### src/rtl/mem_access_ctrl.sv
// mem_access_ctrl: one-at-a-time load/store controller for a 256x8 RAM.
// Define MAC_TIMEOUT_EN to abort a WAIT after TIMEOUT_CYCLES without moc.
module mem_access_ctrl #(
  parameter int unsigned TIMEOUT_CYCLES = 16
) (
  input  logic        clk,
  input  logic        reset,
  input  logic        req_valid,
  output logic        req_ready,
  input  logic        req_rw,
  input  logic [7:0]  req_addr,
  input  logic [31:0] req_wdata,
  input  logic [1:0]  req_size,
  input  logic        req_signed,
  output logic        done,
  output logic        err,
  output logic [31:0] rdata,
  output logic        mfa,
  output logic        ram_rw,
  output logic [7:0]  ram_addr,
  output logic [31:0] ram_din,
  output logic [1:0]  ram_size,
  input  logic        moc,
  input  logic [31:0] ram_dout
);

  typedef enum logic [2:0] {
    IDLE,
    ISSUE,
    WAIT,
    DONE,
    ERR
  } state_e;

  localparam logic [1:0] SZ_B = 2'b00;
  localparam logic [1:0] SZ_H = 2'b01;
  localparam logic [1:0] SZ_W = 2'b10;
  localparam logic [7:0] TO_LAST = 8'(TIMEOUT_CYCLES - 1);

  state_e      state_q, state_d;
  logic        rw_q, rw_d;
  logic        sgn_q, sgn_d;
  logic [7:0]  addr_q, addr_d;
  logic [31:0] wdata_q, wdata_d;
  logic [1:0]  size_q, size_d;
  logic        ready_q, ready_d;
  logic        done_q, done_d;
  logic        err_q, err_d;
  logic        mfa_q, mfa_d;
  logic        ram_rw_q, ram_rw_d;
  logic [31:0] rdata_q, rdata_d;

  logic        legal;
  logic        expired;
  logic [31:0] load_ext;

  always_comb begin
    unique case (req_size)
      SZ_B:    legal = 1'b1;
      SZ_H:    legal = ~req_addr[0];
      SZ_W:    legal = (req_addr[1:0] == 2'b00);
      default: legal = 1'b0;
    endcase
  end

  always_comb begin
    unique case (size_q)
      SZ_B:    load_ext = {{24{sgn_q & ram_dout[7]}},
                           ram_dout[7:0]};
      SZ_H:    load_ext = {{16{sgn_q & ram_dout[15]}},
                           ram_dout[15:0]};
      default: load_ext = ram_dout;
    endcase
  end

`ifdef MAC_TIMEOUT_EN
  logic [7:0] cnt_q, cnt_d;

  // Held at zero outside WAIT, so every WAIT entry starts a fresh count.
  always_comb begin
    cnt_d = cnt_q;
    if (state_q != WAIT) begin
      cnt_d = '0;
    end else if (!moc) begin
      cnt_d = cnt_q + 8'd1;
    end
  end

  always_ff @(posedge clk) begin
    if (reset) begin
      cnt_q <= '0;
    end else begin
      cnt_q <= cnt_d;
    end
  end

  assign expired = (cnt_q == TO_LAST);
`else
  logic unused_timeout;

  assign unused_timeout = ^TO_LAST;
  assign expired = 1'b0;
`endif

  always_comb begin
    state_d = state_q;
    rw_d    = rw_q;
    sgn_d   = sgn_q;
    addr_d  = addr_q;
    wdata_d = wdata_q;
    size_d  = size_q;
    rdata_d = rdata_q;
    unique case (state_q)
      IDLE: begin
        if (req_valid) begin
          rw_d    = req_rw;
          sgn_d   = req_signed;
          addr_d  = req_addr;
          wdata_d = req_wdata;
          size_d  = req_size;
          state_d = legal ? ISSUE : ERR;
        end
      end
      ISSUE: state_d = WAIT;
      WAIT: begin
        if (moc) begin
          state_d = DONE;
          if (rw_q) begin
            rdata_d = load_ext;
          end
        end else if (expired) begin
          state_d = ERR;
        end
      end
      DONE:    state_d = IDLE;
      ERR:     state_d = IDLE;
      default: state_d = IDLE;
    endcase
    // Outputs are registered from the next state.
    ready_d  = (state_d == IDLE);
    mfa_d    = (state_d == ISSUE) || (state_d == WAIT);
    ram_rw_d = mfa_d ? rw_d : 1'b1;
    done_d   = (state_d == DONE) || (state_d == ERR);
    err_d    = (state_d == ERR);
  end

  always_ff @(posedge clk) begin
    if (reset) begin
      state_q  <= IDLE;
      rw_q     <= 1'b1;
      sgn_q    <= 1'b0;
      addr_q   <= '0;
      wdata_q  <= '0;
      size_q   <= '0;
      ready_q  <= 1'b1;
      done_q   <= 1'b0;
      err_q    <= 1'b0;
      mfa_q    <= 1'b0;
      ram_rw_q <= 1'b1;
      rdata_q  <= '0;
    end else begin
      state_q  <= state_d;
      rw_q     <= rw_d;
      sgn_q    <= sgn_d;
      addr_q   <= addr_d;
      wdata_q  <= wdata_d;
      size_q   <= size_d;
      ready_q  <= ready_d;
      done_q   <= done_d;
      err_q    <= err_d;
      mfa_q    <= mfa_d;
      ram_rw_q <= ram_rw_d;
      rdata_q  <= rdata_d;
    end
  end

  assign req_ready = ready_q;
  assign done      = done_q;
  assign err       = err_q;
  assign rdata     = rdata_q;
  assign mfa       = mfa_q;
  assign ram_rw    = ram_rw_q;
  assign ram_addr  = addr_q;
  assign ram_din   = wdata_q;
  assign ram_size  = size_q;

endmodule
### config.mk
export PLATFORM = sky130hd
export DESIGN_NAME = mem_access_ctrl
export DESIGN_NICKNAME = d
export VERILOG_FILES = /design/src/rtl/mem_access_ctrl.sv
export SDC_FILE = /design/constraint.sdc
export NUM_CORES = 1
export LEC_CHECK = 0
export ABC_AREA = 0
export BUFFER_PORTS_ARGS = -buffer_cell sky130_fd_sc_hd__buf_4
export CAP_MARGIN = 0
export CORE_MARGIN = 4
export CORE_UTILIZATION = 45
export DETAILED_ROUTE_END_ITERATION = 10
export PLACE_DENSITY = 0.84
export SLEW_MARGIN = 10
export SYNTH_ARGS = -nofsm -noshare
export SYNTH_HDL_FRONTEND = slang
export SYNTH_SLANG_ARGS = --single-unit
### constraint.sdc
create_clock -name clk -period 2.3 [get_ports clk]
set_input_delay 0.46 -clock clk [delete_from_list [all_inputs] [get_ports clk]]
set_output_delay 0.46 -clock clk [all_outputs]
set_load 0.02 [all_outputs]
### Word-level counts from Yosys, hierarchy flattened

Index checks and enable logic that the tools add are counted.
W data, S select, Z words.

| storage, ports and cells | value |
|---|---|
| output and inout bits | 79 |
| bits in registers | 84 |
| input bits | 80 |
| logic and storage cells | 43 |

| cells by class | value |
|---|---|
| reductions and logical operators | 10 |
| eq/ne operators | 9 |
| muxes and demuxes | 8 |
| bitwise gates (word level) | 4 |

Operators with widths:

| operator | number |
|---|---|
| $pmux W32 S2 | 1 |
| $eq A3 B2 Y1 const B | 3 |
| $mux W3 | 3 |
| $pmux W3 S3 | 1 |
| $eq A3 B1 Y1 const B | 2 |
| $logic_not A2 Y1 | 3 |
| $logic_not A3 Y1 | 2 |
| $eq A2 B1 Y1 const B | 2 |
| $eq A3 B3 Y1 const B | 1 |
| $pmux W1 S3 | 1 |
| $reduce_and A3 Y1 | 1 |
| $and A1 B1 Y1 | 2 |
| $eq A2 B2 Y1 const B | 1 |
| $logic_or A1 B1 Y1 | 2 |
| $mux W1 | 2 |
| $not A1 Y1 | 2 |
| $reduce_and A2 Y1 | 1 |
| $reduce_or A2 Y1 | 1 |

### Logic depth before layout (Yosys ltp)

Gate-level depths: netlist (run 1).

| depth | value |
|---|---|
| word-level depth | 9 |
| mapped depth | 5 |

### Worst setup path after synthesis (run 1)

Ideal clock, no wire load.

| path | value |
|---|---|
| path type | reg-to-reg |
| from | register size_q[0] (netlist: ram_size[0]) |
| to | register rdata_q[20] (netlist: rdata[20]) |
| slack | 0.408 ns |
| buffers on the path | 1 |
| data arrival time | 1.758 ns |
| library setup time | 0.134 ns |
| required time | 2.166 ns |
| cell stages (with the launch flop) | 5 |
| cell sequence | dfxtp_1 > mux2_2 > a311oi_1 > buf_2 > a211oi_1 |

| on the way | value |
|---|---|
| word-level cells in the longest chain between the ends | 2 |
| elaborated cells on any way between the ends | 3 |
| those cells by class | 1 x eq/ne; 1 x mux; 1 x reduce/logical |

RTL lines:

| element | line | RTL |
|---|---|---|
| start: declaration | 45 | `logic [1:0] size_q, size_d;` |
| start signal: assignment | 167 | `size_q <= size_d;` |
| $eq A2 B1 Y1 / $logic_not A2 Y1 (equally long branches) | 67 | `unique case (size_q)` |
| $pmux W32 S2 (*) | 67 |  |
| end signal: assignment | 173 | `rdata_q <= rdata_d;` |
| end: declaration | 51 | `logic [31:0] rdata_q, rdata_d;` |

Every way passes the cells marked *; elsewhere a longest branch is shown, timed or not.
A chain may end at the register's enable or synchronous reset.

### Worst setup path in the final report (run 1)

| path | value |
|---|---|
| from | register state_q[0] |
| to | register mfa_q (netlist: mfa) |

| on the way | value |
|---|---|
| word-level cells in the longest chain between the ends | 4 |
| elaborated cells on any way between the ends | 9 |
| those cells by class | 4 x eq/ne; 3 x mux; 2 x reduce/logical |

RTL lines:

| element | line | RTL |
|---|---|---|
| start: declaration | 40 | `state_e state_q, state_d;` |
| start signal: assignment | 162 | `state_q <= state_d;` |
| $eq A3 B2 Y1 (tied with other cells) | 113 | `unique case (state_q)` |
| $pmux W3 S3 (*) | 113 |  |
| $eq A3 B1 Y1 / $eq A3 B2 Y1 (equally long branches) | 141 | `mfa_d = (state_d == ISSUE) \|\| (state_d == WAIT);` |
| $logic_or A1 B1 Y1 (*) | 141 |  |
| end signal: assignment | 171 | `mfa_q <= mfa_d;` |
| end: declaration | 49 | `logic mfa_q, mfa_d;` |

Marks and branches as above.

==> results of run 1 <==
==> metrics by stage <==
| step | power (mW) | hold slack, ps | instances | setup WS [ps] | cell area [µm²] |
|---|---|---|---|---|---|
| floorplan | 1.98 | 444 | 370 | 408 | 3070 |
| global placement | 2.28 | 442 | 581 | 488 | 4330 |
| detailed placement | 2.30 | 449 | 581 | 426 | 4330 |
| CTS | 3.27 | 353 | 597 | 487 | 4510 |
| global route | 3.40 | 355 | 597 | 410 | 4510 |
| finish | 3.25 | 361 | 597 | 511 | 4510 |
==> report_power, final <==
part / total, mW / internal, mW / switching (mW)
clock network: 0.989 / 0.497 / 0.491
registers: 1.60 / 1.55 / 0.0552
logic: 0.656 / 0.289 / 0.367
==> critical path, delay by kind of cell, from the launching register on <==
family	cells	cell delay [ps]
DFF	1	400
AOI/OAI and AO/OA	2	450
and+or+nand+nor	1	570
buffers and inverters	1	290
==> routing by layer <==
layer,share of wire,vias up,routed length (µm)
met5,0,-,0
met4,0.0081,0,72
met1,0.40,1436,3520
met2,0.50,120,4420
li1,-,1560,-
met3,0.096,8,851
==> state kept, by name, summed over array words and instances, names as in the netlist, 2 cells and up <==
register	flops
ram_size	2
state_q	3
ram_din	32
ram_addr	8
rdata	32
==> layout by cell type, fill, tap and decap left out, types with 2 or more instances in the layout <==
| cell type | netlist | routed |
|---|---|---|
| buf_4 | 0 | 167 |
| nand2_1 | 102 | 102 |
| a21oi_1 | 85 | 85 |
| dfxtp_1 | 84 | 84 |
| a211oi_1 | 25 | 25 |
| nand3_1 | 9 | 9 |
| clkbuf_8 | 0 | 9 |
| o21ai_0 | 8 | 8 |
| nor2_1 | 5 | 5 |
| clkinv_2 | 0 | 3 |
| inv_1 | 2 | 2 |
| a21o_1 | 2 | 2 |
| a211o_1 | 2 | 2 |
| clkbuf_1 | 31 | 2 |
==> kinds of logic (layout without fill, tap and decap cells) <==
| group | after synthesis | count (layout) | share of synthesized area |
|---|---|---|---|
| and+or+nand+nor | 124 | 124 | 0.170 |
| muxes | 1 | 1 | 0.00367 |
| AOI/OAI and AO/OA | 125 | 125 | 0.233 |
| DFF | 84 | 84 | 0.547 |
| xor gates and xnor gates | 1 | 1 | 0.00285 |
| buffers and inverters | 35 | 185 | 0.0436 |
==> final timing paths <==
path / to / start / cells after the start
hold / removal: ram_din[19] / req_wdata[19] / 3
setup / recovery: mfa / state_q[0] / 4
hold reg to reg: ram_din[19] / ram_din[19] / 2
setup reg to reg: mfa / state_q[0] / 4
==> cell type report <==
type | instances | area [µm²]
Clock buffer | 11 | 131
Clock inverter | 5 | 52.6
Fill cell | 557 | 1990
Inverter | 2 | 7.51
Multi-Input combinational cell | 251 | 1290
Sequential cell | 84 | 1680
Tap cell | 77 | 96.3
Timing Repair Buffer | 167 | 1250
==> results.json, run 1 <==
{
  "status": "finished clean",
  "ys.flop_type": "dfxtp_1",
  "fin_skew_ps": 10.9,
  "htreeDepth": 3,
  "track_usage": 0.208,
  "cts_resized": 0,
  "rows": 29,
  "cp-start-kind": "flop",
  "clock_latency_ps": 340,
  "die_y_um": 90.6,
  "synthMostInstantiatedCell": "nand2_1",
  "synth_area_mm2": 0.00307,
  "route.detailed.drc": 0,
  "p_leak_nw": 1.94,
  "syn_nets": 450,
  "fin_crit_ps": 1790,
  "dieArea_mm2": 0.00821,
  "firstDrtPassIters": 4,
  "period_share": 0.778,
  "drv.max_cap_violation_count": 0,
  "min_path_type": "in -> reg",
  "cts_made_buffers": 9,
  "cts_buffer_depth": 2,
  "syn_area_per_cell_um2": 8.30,
  "crit_chain": "or4b_1, buf_4, a21o_1, a211oi_1",
  "setup-violations-final": 0,
  "gp_congestion": 0.739,
  "hold_viol": 0,
  "met2_usage": 0.350,
  "synthArstFlopShare": 0,
  "via_per_inst": 5.23,
  "die-width_um": 90.6,
  "rsz0062_at_grt": "no",
  "grt_pass1_wl_um": 14200,
  "fmax_mhz": 559,
  "antenna_found_initial": 0,
  "cts_tree": "yes",
  "worstSetupPathType": "reg -> reg",
  "grt_start_max_net_pins": 85,
  "synth_top_area_cell": "dfxtp_1",
  "path_clk_slew_ps": 80,
  "dpl.hpwl_um": 6370,
  "slowest_stage": "or4b_1",
  "drtAntennaViolNets": 0,
  "wl_per_cell_um": 14.8,
  "r2r_slack_ps": 510,
  "port_buffers": 158,
  "initial_utilization": 0.473,
  "worstPathMaxFanout": 45,
  "io_pins": 159,
  "netlist.area_leader.share": 0.547,
  "fin_setup_tns_ps": 0,
  "worstMarginPinSlew_ps": 842,
  "synth_cell_types": 24,
  "overflow": 0,
  "cp_data_arrival_time_ps": 2040,
  "grt_pass1_vias": 2982,
  "synth-edff-count": 0,
  "critPathMaxStageDelay_ps": 570,
  "final_max_slew_viol_count": 0,
  "core_area_mm2": 0.00649,
  "cts_setup_buffers": 0,
  "fin_nets": 595,
  "ys_ff_latch": 84,
  "syn_inst": 370,
  "synthToLayoutAreaGrowth_pct": 46.8,
  "first_iter_violations": 189,
  "layout-drive-gt1-share": 0.360,
  "busiest_layer": "met2",
  "diodes": 0,
  "met3_usage": 0.0742,
  "routed_wl_um": 8860,
  "cts_hold_buffers": 0,
  "utilization": 0.694,
  "seq_area_frac_synth": 0.547,
  "clock-root-buffer": "clkbuf_8",
  "peakVddDrop_v": 0.000406,
  "yosysWarnings": 0,
  "netlist_top_cells_area": "dfxtp_1 (55%), a21oi_1 (14%), nand2_1 (12%)",
  "critPathCaptureType": "flop",
  "ys_top_cells_by_count": "nand2_1 (102), a21oi_1 (85), dfxtp_1 (84), clkbuf_1 (31), a211oi_1 (25)",
  "via_count": 3124,
  "worstPathRequired_ps": 2550,
  "clock_sinks": 84,
  "powerDensity_mw_per_mm2": 720,
  "slew_headroom": 0.439,
  "gr-usage-met1": 0.249
}
(Power assumes the default switching activity.)
==> run 2: changes to the inputs <==
- clock period: 2.3 -> 1.8 ns (I/O delays scaled with it)
==> results.json, run 2 (synthesis gave the netlist of run 1 again) <==
{
  "core_area_mm2": 0.00649,
  "worstSetupPathType": "reg -> reg",
  "cts_hold_buffers": 0,
  "layout_commonest_cell": "buf_4",
  "min_path_type": "in -> reg",
  "powerDensity_mw_per_mm2": 891,
  "setup_ws_ps": 214,
  "fin_nets": 601,
  "initial_utilization": 0.473,
  "r2r_cells": 3,
  "wl_per_cell_um": 14.7,
  "grt_pass1_wl_um": 14300,
  "routed_wl_um": 8830,
  "hold_depth": 2,
  "cts_setup_buffers": 0,
  "die-width_um": 90.6,
  "synthToLayoutAreaGrowth_pct": 48.6,
  "firstDrtPassIters": 5,
  "final_area_mm2": 0.00456,
  "final_cell_mix": "buf_4 (171), nand2_1 (102), a21oi_1 (85), dfxtp_1 (84), a211oi_1 (25)",
  "slew_headroom": 0.443,
  "status": "finished clean",
  "cts_resized": 0,
  "grt_start_max_net_pins": 85,
  "rows": 29,
  "worstPathMaxFanout": 2,
  "final_max_slew_viol_count": 0,
  "critPathCaptureType": "flop",
  "dieArea_mm2": 0.00821,
  "layout-drive-gt1-share": 0.366,
  "htreeDepth": 3,
  "power_mw": 4.07,
  "path_clk_slew_ps": 80,
  "fin_setup_tns_ps": 0,
  "dpl_cell_area_mm2": 0.00440,
  "cts_made_buffers": 9,
  "drv.max_cap_violation_count": 0,
  "place_ws_ps": 115,
  "crit_chain": "or4b_1, a211o_1, a2111o_1",
  "first_iter_violations": 97,
  "via_count": 3123,
  "gp_congestion": 0.794,
  "io_pins": 159,
  "cp-start-kind": "flop",
  "period_share": 0.881,
  "slowest_stage": "or4b_1",
  "worstPathRequired_ps": 2030,
  "dpl.hpwl_um": 6380,
  "cts_tree": "yes",
  "track_usage": 0.209,
  "hold_viol": 0,
  "port_buffers": 158,
  "fmax_mhz": 630,
  "clock_latency_ps": 330,
  "setup-violations-final": 0,
  "rsz0062_at_grt": "no",
  "via_per_inst": 5.19,
  "clock-root-buffer": "clkbuf_8",
  "die_y_um": 90.6,
  "fin_crit_ps": 1590,
  "grt_pass1_vias": 2971,
  "clock_sinks": 84,
  "drtAntennaViolNets": 0,
  "critPathMaxStageDelay_ps": 540,
  "worstMarginPinSlew_ps": 835,
  "antenna_found_initial": 0,
  "diodes": 0,
  "cts_buffer_depth": 2,
  "p_leak_nw": 1.97,
  "peakVddDrop_v": 0.000527,
  "overflow": 0,
  "cp_data_arrival_time_ps": 1810,
  "fin_cells": 602,
  "place_inst": 587,
  "fin_skew_ps": 9.85,
  "route.detailed.drc": 0
}
## run 2: worst max-delay path, delay by kind of cell, from the launching register on
family           cells  cell delay (ps)
AO/OA/AOI/OAI        2              630
AND/OR/NAND/NOR      1              540
flip-flops           1              310
## run 2: where the power goes
part | total (mW) | switching (mW) | internal [mW]
Sequential | 2.04 | 0.0609 | 1.98
Clock | 1.16 | 0.623 | 0.535
Combinational | 0.872 | 0.479 | 0.393
Total | 4.07 | 1.16 | 2.90
## run 2: per-layer routing
metal	track usage	routed length, µm	part of all wire	vias up
li1	-	-	-	1570
met1	0.255	3610	0.41	1433
met2	0.346	4420	0.50	108
met3	0.0575	633	0.072	12
met4	0.0867	164	0.019	0
met5	0	0	0	-
## run 2: metrics by stage
step                       util  hold slack (ps)
after global routing      0.703              242
after global placement    0.677              442
after CTS                 0.703              232
after floorplan               -              456
final                     0.703              252
after detailed placement  0.677              448
## run 2: area by class of cell
class | instances | area (µm²)
Tap cell | 77 | 96.3
Clock buffer | 12 | 145
Fill cell | 543 | 1930
Timing Repair Buffer | 173 | 1320
Multi-Input combinational cell | 251 | 1290
Sequential cell | 84 | 1680
Inverter | 2 | 7.51
Clock inverter | 3 | 23.8
## run 2: path summary, 6_finish.rpt
path / startpoint / to / slack [ps]
worst max-delay path: state_q[1] / ram_rw / 210
worst min-delay path: req_rw / rw_q / 250
worst max register to register: state_q[1] / ram_rw / 210
worst min register to register: ram_addr[3] / ram_addr[3] / 460
==> run 3: changes to the inputs <==
- CORE_MARGIN: 4 -> 2
- CORE_UTILIZATION: 45 -> 35
- CTS_CLUSTER_SIZE: default -> 28
- PLACE_DENSITY: 0.84 -> 0.68
==> results.json, run 3 (synthesis gave the netlist of run 1 again) <==
{
  "status": "finished clean",
  "clock-root-buffer": "clkbuf_8",
  "wl_per_cell_um": 13.8,
  "worstSetupPathType": "reg -> reg",
  "r2r-start": "state_q[1]",
  "p_leak_nw": 1.99,
  "clock_sinks": 84,
  "core_area_mm2": 0.00864,
  "critPathMaxStageDelay_ps": 540,
  "drv.max_cap_violation_count": 0,
  "drtAntennaViolNets": 0,
  "die_y_um": 97.7,
  "routed_wl_um": 8750,
  "htreeDepth": 3,
  "hold_depth": 2,
  "antenna_found_initial": 0,
  "hold_viol": 0,
  "min_path_type": "in -> reg",
  "dieArea_mm2": 0.00954,
  "peakVddDrop_v": 0.000407,
  "hold_start": "req_rw",
  "track_usage": 0.178,
  "fin_setup_tns_ps": 0,
  "route.detailed.drc": 0,
  "utilization": 0.537,
  "rows": 34,
  "n_fill_cell": 832,
  "diodes": 0,
  "crit_start": "state_q[1]",
  "r2r_slack_ps": 200,
  "critPathCaptureType": "flop",
  "powerDensity_mw_per_mm2": 900,
  "slowest_stage": "or4b_1",
  "synthToLayoutAreaGrowth_pct": 51.0,
  "gp_congestion": 0.754,
  "grt_pass1_wl_um": 14000,
  "cp-start-kind": "flop",
  "port_buffers": 158,
  "cts_resized": 0,
  "final_max_slew_viol_count": 0,
  "fin_crit_ps": 1600,
  "overflow": 0,
  "cts_buffer_depth": 2,
  "layout-drive-gt1-share": 0.373,
  "whs_endpoint": "rw_q",
  "via_per_inst": 4.88,
  "worstPathMaxFanout": 2,
  "path_clk_slew_ps": 80,
  "grt_start_max_net_pins": 85,
  "io_pins": 159,
  "cp_data_arrival_time_ps": 1830,
  "initial_utilization": 0.356,
  "via_count": 3102,
  "fin_hold_ws_ps": 252,
  "dpl.hpwl_um": 6140,
  "layout_commonest_cell": "buf_4",
  "fin_nets": 603,
  "worstMarginPinSlew_ps": 880,
  "setup-violations-final": 0,
  "clock_latency_ps": 340,
  "crit_chain": "or4b_1, a211o_1, a2111o_1",
  "final_cell_mix": "buf_4 (173), nand2_1 (102), a21oi_1 (85), dfxtp_1 (84), a211oi_1 (25)",
  "regToRegEndpoint": "ram_rw",
  "die-width_um": 97.7,
  "r2r_cells": 3,
  "cts_tree": "yes",
  "cts_hold_buffers": 0,
  "firstDrtPassIters": 4,
  "fmax_mhz": 623,
  "period_share": 0.892,
  "cts_made_buffers": 9,
  "rsz0062_at_grt": "no",
  "worstPathRequired_ps": 2020,
  "slew_headroom": 0.413,
  "first_iter_violations": 85,
  "grt_pass1_vias": 2919,
  "cts_setup_buffers": 0,
  "fin_skew_ps": 12.9
}
run 3: cell count changes in the layout (fill, tap and decap cells not counted):
cell / delta
clkinvlp_4: +1
clkbuf_8: +1
clkbuf_1: -2
clkinv_2: +1
buf_4: +2
run 3: worst max path at each step:
stage / end / slack (ps) / cells past startpoint
after global placement: ram_rw / 120 / 4
after global routing: ram_rw / 120 / 3
after detailed placement: ram_rw / 100 / 4
after CTS: ram_rw / 190 / 3
after floorplan: rdata[20] / 70 / 4
final: ram_rw / 200 / 3
run 3: report_power, final:
part	internal, mW	switching, mW
Sequential	1.98	0.0639
Combinational	0.396	0.475
Clock	0.577	0.684
Total	2.95	1.22
run 3: metrics by stage:
| stage | setup slack (ps) | instances | total power [mW] | cell area [µm²] |
|---|---|---|---|---|
| floorplan | 72.2 | 370 | 2.53 | 3080 |
| global route | 118 | 636 | 4.39 | 4640 |
| finish | 195 | 636 | 4.17 | 4640 |
| CTS | 186 | 636 | 4.23 | 4640 |
| global placement | 118 | 620 | 2.95 | 4450 |
| detailed placement | 97.9 | 620 | 2.96 | 4450 |
run 3: cell type report:
type | count | area [µm²] | area share
sequential | 84 | 1680 | 0.363
timing repair buffer | 175 | 1340 | 0.289
multi-input combinational | 251 | 1290 | 0.277
clock buffer | 11 | 151 | 0.0326
tap | 108 | 135 | 0.0291
clock inverter | 5 | 36.3 | 0.00783
inverter | 2 | 7.51 | 0.00162
run 3: worst max-delay path: cells and delay by family (launching register included):
family | cells | cell delay, ps
compound gates | 2 | 640
simple gates | 1 | 540
flops | 1 | 320
run 3: layer usage:
layer / GRT usage / vias to the layer above / share of wire
met5: 0 / - / 0
met4: 0.0513 / 0 / 0.0079
met3: 0.0568 / 4 / 0.067
met2: 0.293 / 94 / 0.48
met1: 0.226 / 1430 / 0.45
li1: - / 1574 / -
